### src/rtl/fetch_pkg.sv
// Shared types and constants for the instruction-fetch controller.
package fetch_pkg;

  localparam int unsigned LINE_WORDS = 4;

  typedef logic [127:0] line_t;

  typedef enum logic [1:0] {
    IDLE,
    REQ,
    HOLD
  } fetch_state_t;

endpackage

### src/rtl/fetch_ctrl_if.sv
// Cache-read and fetch-queue handshake bundle; master is the fetch controller.
interface fetch_ctrl_if;
  import fetch_pkg::*;

  logic        fetch_en;
  logic        redirect_valid;
  logic [31:0] redirect_pc;
  logic [31:0] ic_pc;
  logic        ic_rd_en;
  logic        ic_abort;
  line_t       ic_dout;
  logic        ic_dout_valid;
  logic        fq_full;
  logic        fq_wr_en;
  line_t       fq_data;
  logic [31:0] fq_pc;

  modport master (
    input  fetch_en, redirect_valid, redirect_pc, ic_dout, ic_dout_valid, fq_full,
    output ic_pc, ic_rd_en, ic_abort, fq_wr_en, fq_data, fq_pc
  );

  modport slave (
    output fetch_en, redirect_valid, redirect_pc, ic_dout, ic_dout_valid, fq_full,
    input  ic_pc, ic_rd_en, ic_abort, fq_wr_en, fq_data, fq_pc
  );

endinterface

### src/rtl/fetch_skid_reg.sv
// One-entry hold register for a fetched line and its word address.
module fetch_skid_reg
  import fetch_pkg::*;
(
  input  logic        clk,
  input  logic        rst_n,
  input  logic        load_i,
  input  logic        clear_i,
  input  line_t       data_i,
  input  logic [31:0] pc_i,
  output line_t       data_o,
  output logic [31:0] pc_o
);

  line_t       data_q;
  logic [31:0] pc_q;

  // Clear wins so a redirect always discards whatever was held.
  always_ff @(posedge clk or negedge rst_n) begin
    if (!rst_n) begin
      data_q <= '0;
      pc_q   <= '0;
    end else if (clear_i) begin
      data_q <= '0;
      pc_q   <= '0;
    end else if (load_i) begin
      data_q <= data_i;
      pc_q   <= pc_i;
    end
  end

  assign data_o = data_q;
  assign pc_o   = pc_q;

endmodule

### src/rtl/fetch_ctrl.sv
// Fetch controller: owns the fetch PC, issues cache reads and pushes lines
// into the fetch queue, parking one line in the skid register on back-pressure.
module fetch_ctrl
  import fetch_pkg::*;
#(
  parameter logic [31:0] RESET_PC = 32'h0000_0000,
  parameter int unsigned PC_STEP  = LINE_WORDS,
  parameter int unsigned TIMEOUT  = 15
) (
  input logic          clk,
  input logic          rst_n,
  fetch_ctrl_if.master bus
);

  localparam int unsigned CNT_W = (TIMEOUT < 1) ? 1 : $clog2(TIMEOUT + 1);

  fetch_state_t state_q, state_d;
  logic [31:0]  pc_q, pc_d;
  logic [CNT_W-1:0] cnt_q, cnt_d;

  logic        hold_load, hold_clear;
  line_t       hold_data;
  logic [31:0] hold_pc;

  logic        rd_en, abort, wr_en;
  line_t       push_data;
  logic [31:0] push_pc;

  fetch_skid_reg u_skid (
    .clk     (clk),
    .rst_n   (rst_n),
    .load_i  (hold_load),
    .clear_i (hold_clear),
    .data_i  (bus.ic_dout),
    .pc_i    (pc_q),
    .data_o  (hold_data),
    .pc_o    (hold_pc)
  );

  always_comb begin
    state_d    = state_q;
    pc_d       = pc_q;
    cnt_d      = '0;
    hold_load  = 1'b0;
    hold_clear = 1'b0;
    rd_en      = (state_q == REQ);
    abort      = 1'b0;
    wr_en      = 1'b0;
    push_data  = '0;
    push_pc    = '0;

    if (bus.redirect_valid) begin
      hold_clear = 1'b1;
      abort      = (state_q == REQ);
      pc_d       = bus.redirect_pc;
      state_d    = bus.fetch_en ? REQ : IDLE;
    end else begin
      unique case (state_q)
        IDLE: begin
          if (bus.fetch_en) state_d = REQ;
        end
        REQ: begin
          if (bus.ic_dout_valid) begin
            pc_d = pc_q + 32'(PC_STEP);
            if (!bus.fq_full) begin
              wr_en     = 1'b1;
              push_data = bus.ic_dout;
              push_pc   = pc_q;
              state_d   = bus.fetch_en ? REQ : IDLE;
            end else begin
              hold_load = 1'b1;
              state_d   = HOLD;
            end
          end else if (!bus.fetch_en) begin
            state_d = IDLE;
          end else if (cnt_q == CNT_W'(TIMEOUT)) begin
            abort = 1'b1;
          end else begin
            cnt_d = cnt_q + CNT_W'(1);
          end
        end
        HOLD: begin
          if (!bus.fq_full) begin
            wr_en     = 1'b1;
            push_data = hold_data;
            push_pc   = hold_pc;
            state_d   = bus.fetch_en ? REQ : IDLE;
          end
        end
        default: state_d = IDLE;
      endcase
    end
  end

  always_ff @(posedge clk or negedge rst_n) begin
    if (!rst_n) begin
      state_q <= IDLE;
      pc_q    <= RESET_PC;
      cnt_q   <= '0;
    end else begin
      state_q <= state_d;
      pc_q    <= pc_d;
      cnt_q   <= cnt_d;
    end
  end

  assign bus.ic_pc    = pc_q;
  assign bus.ic_rd_en = rd_en;
  assign bus.ic_abort = abort;
  assign bus.fq_wr_en = wr_en;
  assign bus.fq_data  = push_data;
  assign bus.fq_pc    = push_pc;

endmodule
### src/flat_wrapper.sv
// flat-port wrapper written by rule: the top's interface ports become plain ports
module fetch_ctrl_flat import fetch_pkg::*;
#(
  parameter logic [31:0] RESET_PC = 32'h0000_0000,
  parameter int unsigned PC_STEP  = LINE_WORDS,
  parameter int unsigned TIMEOUT  = 15
)
  (clk, rst_n, bus_fetch_en, bus_redirect_valid, bus_redirect_pc, bus_ic_dout, bus_ic_dout_valid, bus_fq_full, bus_ic_pc, bus_ic_rd_en, bus_ic_abort, bus_fq_wr_en, bus_fq_data, bus_fq_pc);
  fetch_ctrl_if bus_i ();
  input logic clk;
  input logic rst_n;
  input wire logic [$bits(bus_i.fetch_en)-1:0] bus_fetch_en;
  input wire logic [$bits(bus_i.redirect_valid)-1:0] bus_redirect_valid;
  input wire logic [$bits(bus_i.redirect_pc)-1:0] bus_redirect_pc;
  input wire logic [$bits(bus_i.ic_dout)-1:0] bus_ic_dout;
  input wire logic [$bits(bus_i.ic_dout_valid)-1:0] bus_ic_dout_valid;
  input wire logic [$bits(bus_i.fq_full)-1:0] bus_fq_full;
  output wire logic [$bits(bus_i.ic_pc)-1:0] bus_ic_pc;
  output wire logic [$bits(bus_i.ic_rd_en)-1:0] bus_ic_rd_en;
  output wire logic [$bits(bus_i.ic_abort)-1:0] bus_ic_abort;
  output wire logic [$bits(bus_i.fq_wr_en)-1:0] bus_fq_wr_en;
  output wire logic [$bits(bus_i.fq_data)-1:0] bus_fq_data;
  output wire logic [$bits(bus_i.fq_pc)-1:0] bus_fq_pc;
  assign bus_i.fetch_en = bus_fetch_en;
  assign bus_i.redirect_valid = bus_redirect_valid;
  assign bus_i.redirect_pc = bus_redirect_pc;
  assign bus_i.ic_dout = bus_ic_dout;
  assign bus_i.ic_dout_valid = bus_ic_dout_valid;
  assign bus_i.fq_full = bus_fq_full;
  assign bus_ic_pc = bus_i.ic_pc;
  assign bus_ic_rd_en = bus_i.ic_rd_en;
  assign bus_ic_abort = bus_i.ic_abort;
  assign bus_fq_wr_en = bus_i.fq_wr_en;
  assign bus_fq_data = bus_i.fq_data;
  assign bus_fq_pc = bus_i.fq_pc;
  fetch_ctrl #(.RESET_PC(RESET_PC), .PC_STEP(PC_STEP), .TIMEOUT(TIMEOUT)) u_core (.clk(clk), .rst_n(rst_n), .bus(bus_i));
endmodule
### config.mk
export PLATFORM = sky130hd
export DESIGN_NAME = fetch_ctrl_flat
export DESIGN_NICKNAME = d
export VERILOG_FILES = /design/src/rtl/fetch_pkg.sv /design/src/rtl/fetch_ctrl_if.sv /design/src/rtl/fetch_skid_reg.sv /design/src/rtl/fetch_ctrl.sv /design/src/flat_wrapper.sv
export SDC_FILE = /design/constraint.sdc
export NUM_CORES = 1
export LEC_CHECK = 0
export BUFFER_PORTS_ARGS = -buffer_cell sky130_fd_sc_hd__clkbuf_2
export CAP_MARGIN = 0
export CORE_ASPECT_RATIO = 1.5
export CORE_UTILIZATION = 46
export DETAILED_ROUTE_END_ITERATION = 16
export HOLD_SLACK_MARGIN = 0.02
export PLACE_DENSITY = 0.77
export SYNTH_ARGS = -nofsm -noshare
export SYNTH_HDL_FRONTEND = slang
export SYNTH_SLANG_ARGS = --single-unit
### constraint.sdc
create_clock -name clk -period 2.56 [get_ports clk]
set_input_delay 0.256 -clock clk [delete_from_list [all_inputs] [get_ports clk]]
set_output_delay 0.256 -clock clk [all_outputs]
set_load 0.005 [all_outputs]
==> impl_metrics.ini <==
[worst_hold_path]
min_path_cells = 3
hold_class = primary input to flop
holdPathEnd = u_core.bus.ic_pc[28]
hold_start = bus_redirect_pc[28]

[critical_path]
crit_path_cell_trace = inv_1 > ha_1 > nand2_4 > buf_12 > nor2_1 > clkbuf_2
r2r-end = u_core.bus.ic_pc[31]
crit_required_ps = 2300
end_kind = output port
reg2reg_from = u_core.state_q[1]
reg2regPathDepth = 7
reg2reg_slack_ps = 180
worst-path-buf-inv = 3
worstPathMaxFanout = 48
timing_worst_setup_path_type = flop to output port
critPathTopFamily = buffers and inverters
start_kind = flop
arrival_ps = 2200
critPathSlowestCell = dfrtp_2
cp_slowest_stage_delay_ps = 410

[synth]
synth_flop_cell = dfrtp_1
async_reset_ff_frac = 1.00
yosys.area_share.simple = 0.226
netlist_instances = 1309
synth_fa_ha_area_frac = 0.00725
synth_edf_count = 0
synthMuxAreaShare = 0.00314
ys_seq_area_frac = 0.479
synth_compound_area_frac = 0.215
synthDistinctLibCells = 36
synth_xor_area_frac = 0.0245
ys_seq_elements = 198
yosysTopAreaCell = dfrtp_1
netlist.area_leader.share = 0.479
synth.avg_cell_area_um2 = 7.91
synth_area_um2 = 10300
yosysWarnings = 0
synth_area_leaders = dfrtp_1 (48%), nand2_1 (13%), a22oi_1 (12%)
synth_nets = 1481
synth_top_family_by_area = simple AND/OR/NAND/NOR gates

[global_routing]
gr-total-overflow = 0
antenna_found_initial = 1
grt_first_pass_wirelength_um = 52100
grt_pass1_vias = 10354
grt_max_degree = 112
track_usage = 0.281

[timing]
holdWs_ps = 36.3
max_freq_mhz = 408
hold_viol_final = 0
setup_violations = 0
slew_violations = 0
tightest_slew_ps = 707
final.min_clock_period_ps = 2450
setup_ws_ps = 107
relSlewSlack = 0.528
clock_skew_ps = 14.1
rsz0062_at_grt = yes
fin_crit_sh = 0.958

[power]
p_int_w = 0.00572
clkPwrFrac = 0.348
total_power_w = 0.00818
max-vdd-ir-drop_v = 0.000407
power_frac_comb = 0.222
power.switching_w = 0.00246
swShare = 0.301
power_density_nw_per_um2 = 597
p_leak_nw = 6.14
seqPwrFrac = 0.430

[clocking]
cts_tree = built
path_clk_slew_ps = 70
h-tree-depth = 4
cts_sinks = 198
clockRootBuffer = clkbuf_16
clockBufferDepth = 2
worstSkewPairLatency_ps = 440
cts_buffers = 17

[placed_design]
dpl.hpwl_um = 21400
port_buffers = 360
postPlaceCellArea_um2 = 12600
place_ws_ps = 175
routabilityCongestion = 0.807

[routing]
dr.pass1.iters = 6
wl_um = 33700
drc = 0
vias = 10922
via_per_inst = 5.68
drtIter0Drc = 960
ant_nets = 0
wl_per_cell_um = 17.5

[layout]
finalNetCount = 1809
drive_gt1_frac = 0.280
area_growth_pct = 32.3
finish.utilization = 0.626
fin_area_um2 = 13700

[floorplanning]
num_io_pins = 361
die-height_um = 186
core_um2 = 21900
die_w_um = 124
initial_core_util = 0.473
num_rows = 66
die_area_um2 = 23100

[outcome]
status = finished clean

[run]
cap_viol_max_count = 0
[worst reg2reg max path, cell delays in order (launching register included)]
cell,delay [ps]
dfrtp_1,390
inv_2,90
ha_4,180
nand3_2,90
or4_4,550
or3_1,330
or4_1,500
a31oi_1,170
[layer usage]
metal | track usage | up-vias | part of all wire | wire [um]
met5 | 0 | - | 0 | 0
met4 | 0.148 | 0 | 0.042 | 1410
met3 | 0.0520 | 81 | 0.064 | 2160
met2 | 0.482 | 478 | 0.51 | 17300
met1 | 0.335 | 5254 | 0.38 | 12800
li1 | - | 5109 | - | -
[power groups by stage]
stage | Clock (W) | Combinational (W) | Sequential (W)
CTS | 0.00289 | 0.00179 | 0.00351
global placement | 0 | 0.00166 | 0.00355
floorplan | 0 | 0.000899 | 0.00353
detailed placement | 0 | 0.00168 | 0.00357
global route | 0.00300 | 0.00199 | 0.00354
finish | 0.00285 | 0.00182 | 0.00351
[synthesized netlist by cell type, types with 2 or more instances]
cell,number
clkbuf_1,113
mux2_2,2
nor3_1,4
nand2_1,361
nor4_1,6
nor2b_1,2
and3_1,5
a31oi_1,2
o21ai_0,33
nand4_1,13
ha_1,6
a22oi_1,161
nand3_1,12
xnor2_1,11
nor2_1,172
and4_1,2
and2_1,2
xor2_1,18
inv_1,8
buf_2,2
dfrtp_1,198
a21oi_1,162
[layout by cell type (no fill, tap or decap), types with 3 or more instances in the layout]
cell type,instances
buf_16,5
dlygate4sd3_1,10
a21oi_1,162
and3_1,4
o21ai_0,33
nand2_1,359
nand3_1,11
bufinv_16,4
nand4_1,13
clkinv_2,3
nor2_1,171
xor2_1,18
nor4_1,6
dfrtp_1,197
buf_12,16
buf_4,27
buf_6,3
clkbuf_16,21
clkbuf_8,3
inv_1,7
clkbuf_2,357
xnor2_1,11
nor3_1,4
a22oi_1,161
ha_1,4
[metrics by stage]
stage	instances	setup TNS (ps)
2_1_floorplan	1309	0
3_3_place_gp	1863	0
3_5_place_dp	1863	0
4_1_cts	1913	-35.9
5_1_grt	1921	-45.9
6_report	1922	0
[sequential cells by signal, summed over array words and instances, names as in the netlist]
signal,cells
u_core.state_q,2
u_core.u_skid.pc_o,32
u_core.cnt_q,4
u_core.u_skid.data_o,128
u_core.bus.ic_pc,32
[area by class of cell]
type	count	area [um2]
fillers	1940	8190
inverters	8	30.0
repair buffers	426	2770
multi-input cells	986	4980
flip-flops and latches	198	4960
clock inverters	9	151
clock buffers	21	460
well taps	272	340
diodes	2	5.00
[cells by family after synthesis]
kind of cell    after synthesis
compound gates              361
xor+xnor                     29
fa+ha+maj                     6
buf+inv                     125
flops                       198
mux                           3
simple gates                587
[how the worst max path moves through the flow]
| stage | slack [ps] | startpoint | cells past startpoint | end |
|---|---|---|---|---|
| 2_1_floorplan | 70 | u_core.state_q[1] | 8 | u_core.bus.ic_pc[31] |
| 3_3_place_gp | 180 | u_core.state_q[1] | 7 | u_core.bus.ic_pc[31] |
| 3_5_place_dp | 180 | u_core.state_q[1] | 7 | u_core.bus.ic_pc[31] |
| 4_1_cts | -10 | u_core.state_q[0] | 7 | bus_fq_data[35] |
| 5_1_grt | -20 | u_core.state_q[0] | 7 | bus_fq_data[52] |
| 6_report | 110 | u_core.state_q[0] | 6 | bus_fq_data[14] |
[what timing repair did]
item	in CTS	in global routing
pin swaps	4	4
setup buffers	7	4
gates resized for setup	10	6
hold buffers	10	0
setup endpoints to repair	120	150
endpoints found under the hold margin	79	0
cloned	4	4
Note: power is estimated with default switching activity, not from simulation.
